--- src/rtl/traffic_seg_scan_sched.sv ---
// -----------------------------------------------------------------------------
// traffic_seg_scan_sched
//
// Display scheduler for the traffic-light countdowns. One 4-digit multiplexed
// 7-segment display is shared between the east-west (EW) and south-north (SN)
// remaining-time values. Each 6-bit time is converted to two BCD digits by a
// repeated-subtraction converter; all four digits are committed together so
// the display never shows a half-updated pair. The display blinks during the
// yellow phases (state 1 and 3).
//
// Ports:
//   sys_clk    in   1  system clock
//   sys_rst_n  in   1  asynchronous active-low reset
//   state      in   2  light phase (0/2 steady, 1/3 yellow -> blink)
//   ew_time    in   6  EW remaining seconds, 0..63
//   sn_time    in   6  SN remaining seconds, 0..63
//   seg_sel    out  4  digit select, one-hot active-low, bit3 = leftmost digit
//   seg_led    out  8  segments {dp,g,f,e,d,c,b,a}, active-low
//   conv_busy  out  1  high while a BCD conversion is in progress
//
// Build option:
//   LEADING_ZERO_BLANK_EN  when defined, a tens digit of 0 is blanked for the
//                          whole slot; otherwise it is shown as "0".
// -----------------------------------------------------------------------------
module traffic_seg_scan_sched #(
  parameter int SCAN_CNT  = 50_000,
  parameter int BLANK_CYC = 2,
  parameter int BLINK_CNT = 12_500_000
) (
  input  logic       sys_clk,
  input  logic       sys_rst_n,
  input  logic [1:0] state,
  input  logic [5:0] ew_time,
  input  logic [5:0] sn_time,
  output logic [3:0] seg_sel,
  output logic [7:0] seg_led,
  output logic       conv_busy
);

  localparam int SCAN_W  = (SCAN_CNT  > 1) ? $clog2(SCAN_CNT)  : 1;
  localparam int BLINK_W = (BLINK_CNT > 1) ? $clog2(BLINK_CNT) : 1;
  localparam logic [SCAN_W-1:0]  SCAN_LAST  = SCAN_W'(SCAN_CNT - 1);
  localparam logic [SCAN_W-1:0]  BLANK_LIM  = SCAN_W'(BLANK_CYC);
  localparam logic [BLINK_W-1:0] BLINK_LAST = BLINK_W'(BLINK_CNT - 1);

  typedef enum logic [1:0] {
    IDLE    = 2'd0,
    CONV_EW = 2'd1,
    CONV_SN = 2'd2,
    COMMIT  = 2'd3
  } conv_state_t;

  // ---------------------------------------------------------------------------
  // Input synchronizers: {state, ew_time, sn_time} are quasi-static, so a
  // plain 2-flop bundle is enough; only the second-stage copies are used.
  // ---------------------------------------------------------------------------
  logic [13:0] sync1_reg;
  logic [13:0] sync2_reg;
  logic [1:0]  state_sync;
  logic [5:0]  ew_sync;
  logic [5:0]  sn_sync;

  always_ff @(posedge sys_clk or negedge sys_rst_n) begin
    if (!sys_rst_n) begin
      sync1_reg <= '0;
      sync2_reg <= '0;
    end else begin
      sync1_reg <= {state, ew_time, sn_time};
      sync2_reg <= sync1_reg;
    end
  end

  assign state_sync = sync2_reg[13:12];
  assign ew_sync    = sync2_reg[11:6];
  assign sn_sync    = sync2_reg[5:0];

  // ---------------------------------------------------------------------------
  // Conversion FSM. Snapshots are taken in IDLE so that input changes during
  // a conversion are simply caught by the next IDLE comparison.
  // ---------------------------------------------------------------------------
  conv_state_t conv_state_reg;
  logic        dirty_reg;
  logic [5:0]  ew_snap_reg;
  logic [5:0]  sn_snap_reg;
  logic [5:0]  rem_reg;
  logic [3:0]  tens_reg;
  logic [3:0]  ew_tens_tmp_reg;
  logic [3:0]  ew_ones_tmp_reg;
  logic [3:0]  ew_tens_reg;
  logic [3:0]  ew_ones_reg;
  logic [3:0]  sn_tens_reg;
  logic [3:0]  sn_ones_reg;
  logic        conv_busy_reg;

  always_ff @(posedge sys_clk or negedge sys_rst_n) begin
    if (!sys_rst_n) begin
      conv_state_reg  <= IDLE;
      dirty_reg       <= 1'b1;
      ew_snap_reg     <= '0;
      sn_snap_reg     <= '0;
      rem_reg         <= '0;
      tens_reg        <= '0;
      ew_tens_tmp_reg <= '0;
      ew_ones_tmp_reg <= '0;
      ew_tens_reg     <= '0;
      ew_ones_reg     <= '0;
      sn_tens_reg     <= '0;
      sn_ones_reg     <= '0;
      conv_busy_reg   <= 1'b0;
    end else begin
      case (conv_state_reg)
        IDLE: begin
          if (dirty_reg || (ew_sync != ew_snap_reg) || (sn_sync != sn_snap_reg)) begin
            ew_snap_reg    <= ew_sync;
            sn_snap_reg    <= sn_sync;
            dirty_reg      <= 1'b0;
            rem_reg        <= ew_sync;
            tens_reg       <= '0;
            conv_busy_reg  <= 1'b1;
            conv_state_reg <= CONV_EW;
          end
        end
        CONV_EW: begin
          if (rem_reg >= 6'd10) begin
            rem_reg  <= rem_reg - 6'd10;
            tens_reg <= tens_reg + 4'd1;
          end else begin
            ew_tens_tmp_reg <= tens_reg;
            ew_ones_tmp_reg <= rem_reg[3:0];
            rem_reg         <= sn_snap_reg;
            tens_reg        <= '0;
            conv_state_reg  <= CONV_SN;
          end
        end
        CONV_SN: begin
          if (rem_reg >= 6'd10) begin
            rem_reg  <= rem_reg - 6'd10;
            tens_reg <= tens_reg + 4'd1;
          end else begin
            // SN result lands directly in the committed digits at COMMIT,
            // so hold it in rem/tens for one more cycle.
            conv_state_reg <= COMMIT;
          end
        end
        COMMIT: begin
          // All four digits change in the same cycle.
          ew_tens_reg    <= ew_tens_tmp_reg;
          ew_ones_reg    <= ew_ones_tmp_reg;
          sn_tens_reg    <= tens_reg;
          sn_ones_reg    <= rem_reg[3:0];
          conv_busy_reg  <= 1'b0;
          conv_state_reg <= IDLE;
        end
        default: conv_state_reg <= IDLE;
      endcase
    end
  end

  assign conv_busy = conv_busy_reg;

  // ---------------------------------------------------------------------------
  // Scan timing: slot counter and digit index.
  // ---------------------------------------------------------------------------
  logic [SCAN_W-1:0] slot_cnt_reg;
  logic [1:0]        digit_idx_reg;

  always_ff @(posedge sys_clk or negedge sys_rst_n) begin
    if (!sys_rst_n) begin
      slot_cnt_reg  <= '0;
      digit_idx_reg <= '0;
    end else if (slot_cnt_reg == SCAN_LAST) begin
      slot_cnt_reg  <= '0;
      digit_idx_reg <= digit_idx_reg + 2'd1;
    end else begin
      slot_cnt_reg  <= slot_cnt_reg + 1'b1;
    end
  end

  // ---------------------------------------------------------------------------
  // Blink: only runs in yellow (state bit0 set); any state change restarts
  // the half-period with the display ON.
  // ---------------------------------------------------------------------------
  logic [BLINK_W-1:0] blink_cnt_reg;
  logic               blink_on_reg;
  logic [1:0]         state_prev_reg;

  always_ff @(posedge sys_clk or negedge sys_rst_n) begin
    if (!sys_rst_n) begin
      blink_cnt_reg  <= '0;
      blink_on_reg   <= 1'b1;
      state_prev_reg <= '0;
    end else begin
      state_prev_reg <= state_sync;
      if (state_sync != state_prev_reg) begin
        blink_cnt_reg <= '0;
        blink_on_reg  <= 1'b1;
      end else if (state_sync[0]) begin
        if (blink_cnt_reg == BLINK_LAST) begin
          blink_cnt_reg <= '0;
          blink_on_reg  <= ~blink_on_reg;
        end else begin
          blink_cnt_reg <= blink_cnt_reg + 1'b1;
        end
      end else begin
        blink_cnt_reg <= '0;
        blink_on_reg  <= 1'b1;
      end
    end
  end

  // ---------------------------------------------------------------------------
  // Segment path
  // ---------------------------------------------------------------------------
  function automatic logic [7:0] seg_decode(input logic [3:0] d);
    logic [7:0] code;
    case (d)
      4'd0:    code = 8'hC0;
      4'd1:    code = 8'hF9;
      4'd2:    code = 8'hA4;
      4'd3:    code = 8'hB0;
      4'd4:    code = 8'h99;
      4'd5:    code = 8'h92;
      4'd6:    code = 8'h82;
      4'd7:    code = 8'hF8;
      4'd8:    code = 8'h80;
      4'd9:    code = 8'h90;
      default: code = 8'hFF;
    endcase
    return code;
  endfunction

  logic [3:0] cur_digit;
  logic [3:0] sel_next;
  logic [7:0] led_next;
  logic       lead_zero_blank;

  always_comb begin
    cur_digit = '0;
    case (digit_idx_reg)
      2'd0:    cur_digit = ew_tens_reg;
      2'd1:    cur_digit = ew_ones_reg;
      2'd2:    cur_digit = sn_tens_reg;
      default: cur_digit = sn_ones_reg;
    endcase
  end

  // idx0 drives the leftmost digit (bit3), idx3 the rightmost (bit0).
  generate
    for (genvar gi = 0; gi < 4; gi++) begin : g_sel
      assign sel_next[gi] = (digit_idx_reg != 2'(3 - gi));
    end
  endgenerate

`ifdef LEADING_ZERO_BLANK_EN
  // Even indices are the tens digits.
  assign lead_zero_blank = ~digit_idx_reg[0] && (cur_digit == 4'd0);
`else
  assign lead_zero_blank = 1'b0;
`endif

  always_comb begin
    led_next = seg_decode(cur_digit);
    if ((slot_cnt_reg < BLANK_LIM) || !blink_on_reg || lead_zero_blank) begin
      led_next = 8'hFF;
    end
  end

  always_ff @(posedge sys_clk or negedge sys_rst_n) begin
    if (!sys_rst_n) begin
      seg_sel <= 4'b1111;
      seg_led <= 8'hFF;
    end else begin
      seg_sel <= sel_next;
      seg_led <= led_next;
    end
  end

endmodule

--- config.mk ---
export PLATFORM = sky130hd
export DESIGN_NAME = traffic_seg_scan_sched
export DESIGN_NICKNAME = d
export VERILOG_FILES = /design/src/rtl/traffic_seg_scan_sched.sv
export SDC_FILE = /design/constraint.sdc
export NUM_CORES = 1
export LEC_CHECK = 0
export CAP_MARGIN = 10
export CORE_UTILIZATION = 55
export CTS_BUF_LIST = sky130_fd_sc_hd__clkbuf_16
export DETAILED_ROUTE_END_ITERATION = 12
export HOLD_SLACK_MARGIN = 0.03
export PLACE_DENSITY_LB_ADDON = 0.12
export SYNTH_ARGS = -nofsm -noshare
export SYNTH_HDL_FRONTEND = slang
export SYNTH_SLANG_ARGS = --single-unit
--- constraint.sdc ---
create_clock -name sys_clk -period 2.8 [get_ports sys_clk]
set_input_delay 0.28 -clock sys_clk [delete_from_list [all_inputs] [get_ports sys_clk]]
set_output_delay 0.28 -clock sys_clk [all_outputs]
set_load 0.02 [all_outputs]
==> reports/results.txt <==
wl on met1: 4.54 mm
first-pass GRT wire length: 17.8 mm
Worst R2R Path Depth: 7
Residual DRC: 0
Tot GR Track Use: 20.9%
syn avg cell area: 11.7 um^2
sink of the worst hold path: sync1_reg[3]
period utilization: 83.8%
reg2reg end: seg_led[0]
TritonCTS buffer count: 17
flops & latches, synth: 134
Top Metal Used: met4
max-slew violation count: 0
Peak VDD IR: 0.679 mV
die span in x: 105 um
# rows: 37
PwrDens: 951 nW/um^2
largest net degree at the start of global routing: 54
crit path max fanout: 11
MaxCap Viol Count: 0
Die Y: 105 um
Leak: 0.00301 uW
total grt overflow: 0
DIE AREA: 11000 um^2
Detailed Place HPWL: 6.74 mm
starting density of the core: 56.4%
# setup viols final: 0
Final Hold Vio Count: 0
hold_buf cts: 1
post-layout min period: 2.35 ns
hold path cells: 1
Post-Route WL: 10.1 mm
CP max stage cell: or4_1
hold wc startpoint: sn_time[3]
Fill cells: 813
flip-flop and latch area: 3370 um^2
CTS tree: done
via count: 3729
Cell Area, Synth: 5800 um^2
RSZ-0062 raised after global routing: no
critical path class: flip-flop to flip-flop
Clock Tree Root: clkbuf_16
port bufs: 27
fin nets: 563
post-CTS sizing: 0
Worst Path Required: 3.15 ns
routed len/inst: 14.8 um
Async SR Flop Fraction: 100%
n_diodes: 0
Worst-Margin Slew: 0.842 ns
Reg clk slew, reported paths: 0.05 ns
Via density: 5.48
synthesis-to-finish area growth: 17.6%
register area share after synthesis: 58.1%
Max clock buf depth: 2
Mapped Nets: 526
status: finished clean
Worst Skew: 0.00560 ns
Fmax: 0.426 GHz
Yosys warning count: 0
R2R Path Start: digit_idx_reg[0]
metal3 WL: 362 um
worst hold-check path type: input pin to flip-flop
layout cells sized above 1: 15.1%
Sink Count: 134
Placement Setup Slack: 0.510 ns
Core Area: 10300 um^2
Routed Antenna Nets: 0
max_slew headroom: 43.9%
post-route setup TNS: 0 ns
fin worst setup slack: 0.455 ns
clk_lat worst skew: 0.41 ns
number of DRC markers in iteration 0: 168
First-pass DRT Iterations: 4
startpoint types: flip-flop
WP data arrival: 2.70 ns
crit path capture type: flip-flop
footprint of the multi-input gates: 2280 um^2
H-tree depth: 4
Post-CTS Repair Setup Buffers: 0
Critical Path, Cell by Cell: inv_1 -> ha_1 -> a222oi_1 -> mux2i_1 -> or4_1 -> and3_1 -> nand2_1
WL met2: 4.98 mm
# IOs: 29
Yosys cell types: 50
main flop type after synthesis: dfrtp_1
Post-synth EDFFs: 0
CP max stage delay: 0.53 ns
routability cong.: 0.895
max reg flops: 24
Reg2Reg Setup Slack: 0.45 ns
Syn Inst Count: 494
vias in the first global route: 3831
initial antenna violation count: 0
logic make-up (layout without fill, tap and decap cells):
logic type / count (synthesis) / count (layout) / synth area share, %
and+or+nand+nor: 162 / 162 / 13.8
DFF: 134 / 134 / 58.1
xor gates and xnor gates: 53 / 53 / 8.00
AOI/OAI and AO/OA: 46 / 46 / 5.41
muxes: 44 / 44 / 8.46
buffers and inverters: 38 / 88 / 2.72
adders and majority gates: 16 / 16 / 3.45
other: 1 / 1 / 0.0646
worst max path at each step:
| stage | startpoint | end | slack, ns | cells after the start |
|---|---|---|---|---|
| 2_1_floorplan | digit_idx_reg[0] | seg_led[0] | 0.74 | 7 |
| 3_3_place_gp | digit_idx_reg[0] | seg_led[3] | 0.65 | 7 |
| 3_5_place_dp | digit_idx_reg[0] | seg_led[3] | 0.51 | 7 |
| 4_1_cts | digit_idx_reg[0] | seg_led[0] | 0.46 | 7 |
| 5_1_grt | digit_idx_reg[0] | seg_led[0] | 0.33 | 7 |
| 6_report | digit_idx_reg[0] | seg_led[0] | 0.45 | 7 |
per-layer routing:
layer	GRT usage (%)	vias to the layer above
li1	-	1780
met1	26.1	1853
met2	33.5	77
met3	5.55	19
met4	10.5	0
met5	0	-
area by class of cell:
type	count	area share, %
multi-input combinational	322	33.4
tap	136	2.49
clock buffer	17	6.23
inverter	24	1.32
timing repair buffer	32	4.69
sequential	134	49.4
clock inverter	15	2.48
worst max-delay path, delay by kind of cell (launching register included):
family	cells	cell delay, ns
and+or+nand+nor	3	0.79
AOI/OAI and AO/OA	1	0.38
muxes	1	0.34
adders and majority gates	1	0.27
DFF	1	0.39
buffers and inverters	1	0.11
power breakdown:
part | switching (uW) | internal, uW
Combinational | 896 | 795
Sequential | 273 | 2310
Clock | 755 | 1460
Total | 1920 | 4570
synth_stat cells (12+ instances only):
cell	n	area share [%]
xor2_1	35	5.3
nor3_1	12	1.0
inv_1	24	1.6
dfstp_2	13	5.9
o21ai_0	21	1.8
nor2_1	50	3.2
ha_1	16	3.5
mux2_2	35	6.8
xnor2_1	18	2.7
nand3_1	21	1.8
nand2_1	31	2.0
dfrtp_1	121	52
cell usage in the layout, fill, tap and decap left out, types with 4 or more instances in the layout:
cell	n
xor2_1	35
buf_4	4
inv_1	26
and3_1	10
dfstp_2	13
a21oi_1	4
bufinv_16	4
nor4_1	9
nand3_1	21
a222oi_1	4
mux2i_1	7
ha_1	16
nor2_1	50
clkbuf_16	17
clkdlybuf4s50_1	26
o21ai_0	21
mux2_2	35
dfrtp_1	121
nor3b_1	4
nand4_1	9
nor2b_1	4
xnor2_1	18
nor3_1	12
clkinv_1	7
nand2_1	31
through the flow:
| stage | utilization [%] | hold slack, ns | instance area [um^2] | total power [uW] | instances |
|---|---|---|---|---|---|
| after floorplan | - | -0.0156 | 5800 | 3830 | 494 |
| after global placement | 60.5 | 0.332 | 6220 | 4240 | 647 |
| after detailed placement | 60.5 | 0.335 | 6220 | 4290 | 647 |
| after CTS | 66.4 | 0.284 | 6820 | 6550 | 680 |
| after global routing | 66.4 | 0.289 | 6820 | 6840 | 680 |
| final | 66.4 | 0.304 | 6820 | 6490 | 680 |
Note: power is estimated with default switching activity, not from simulation.
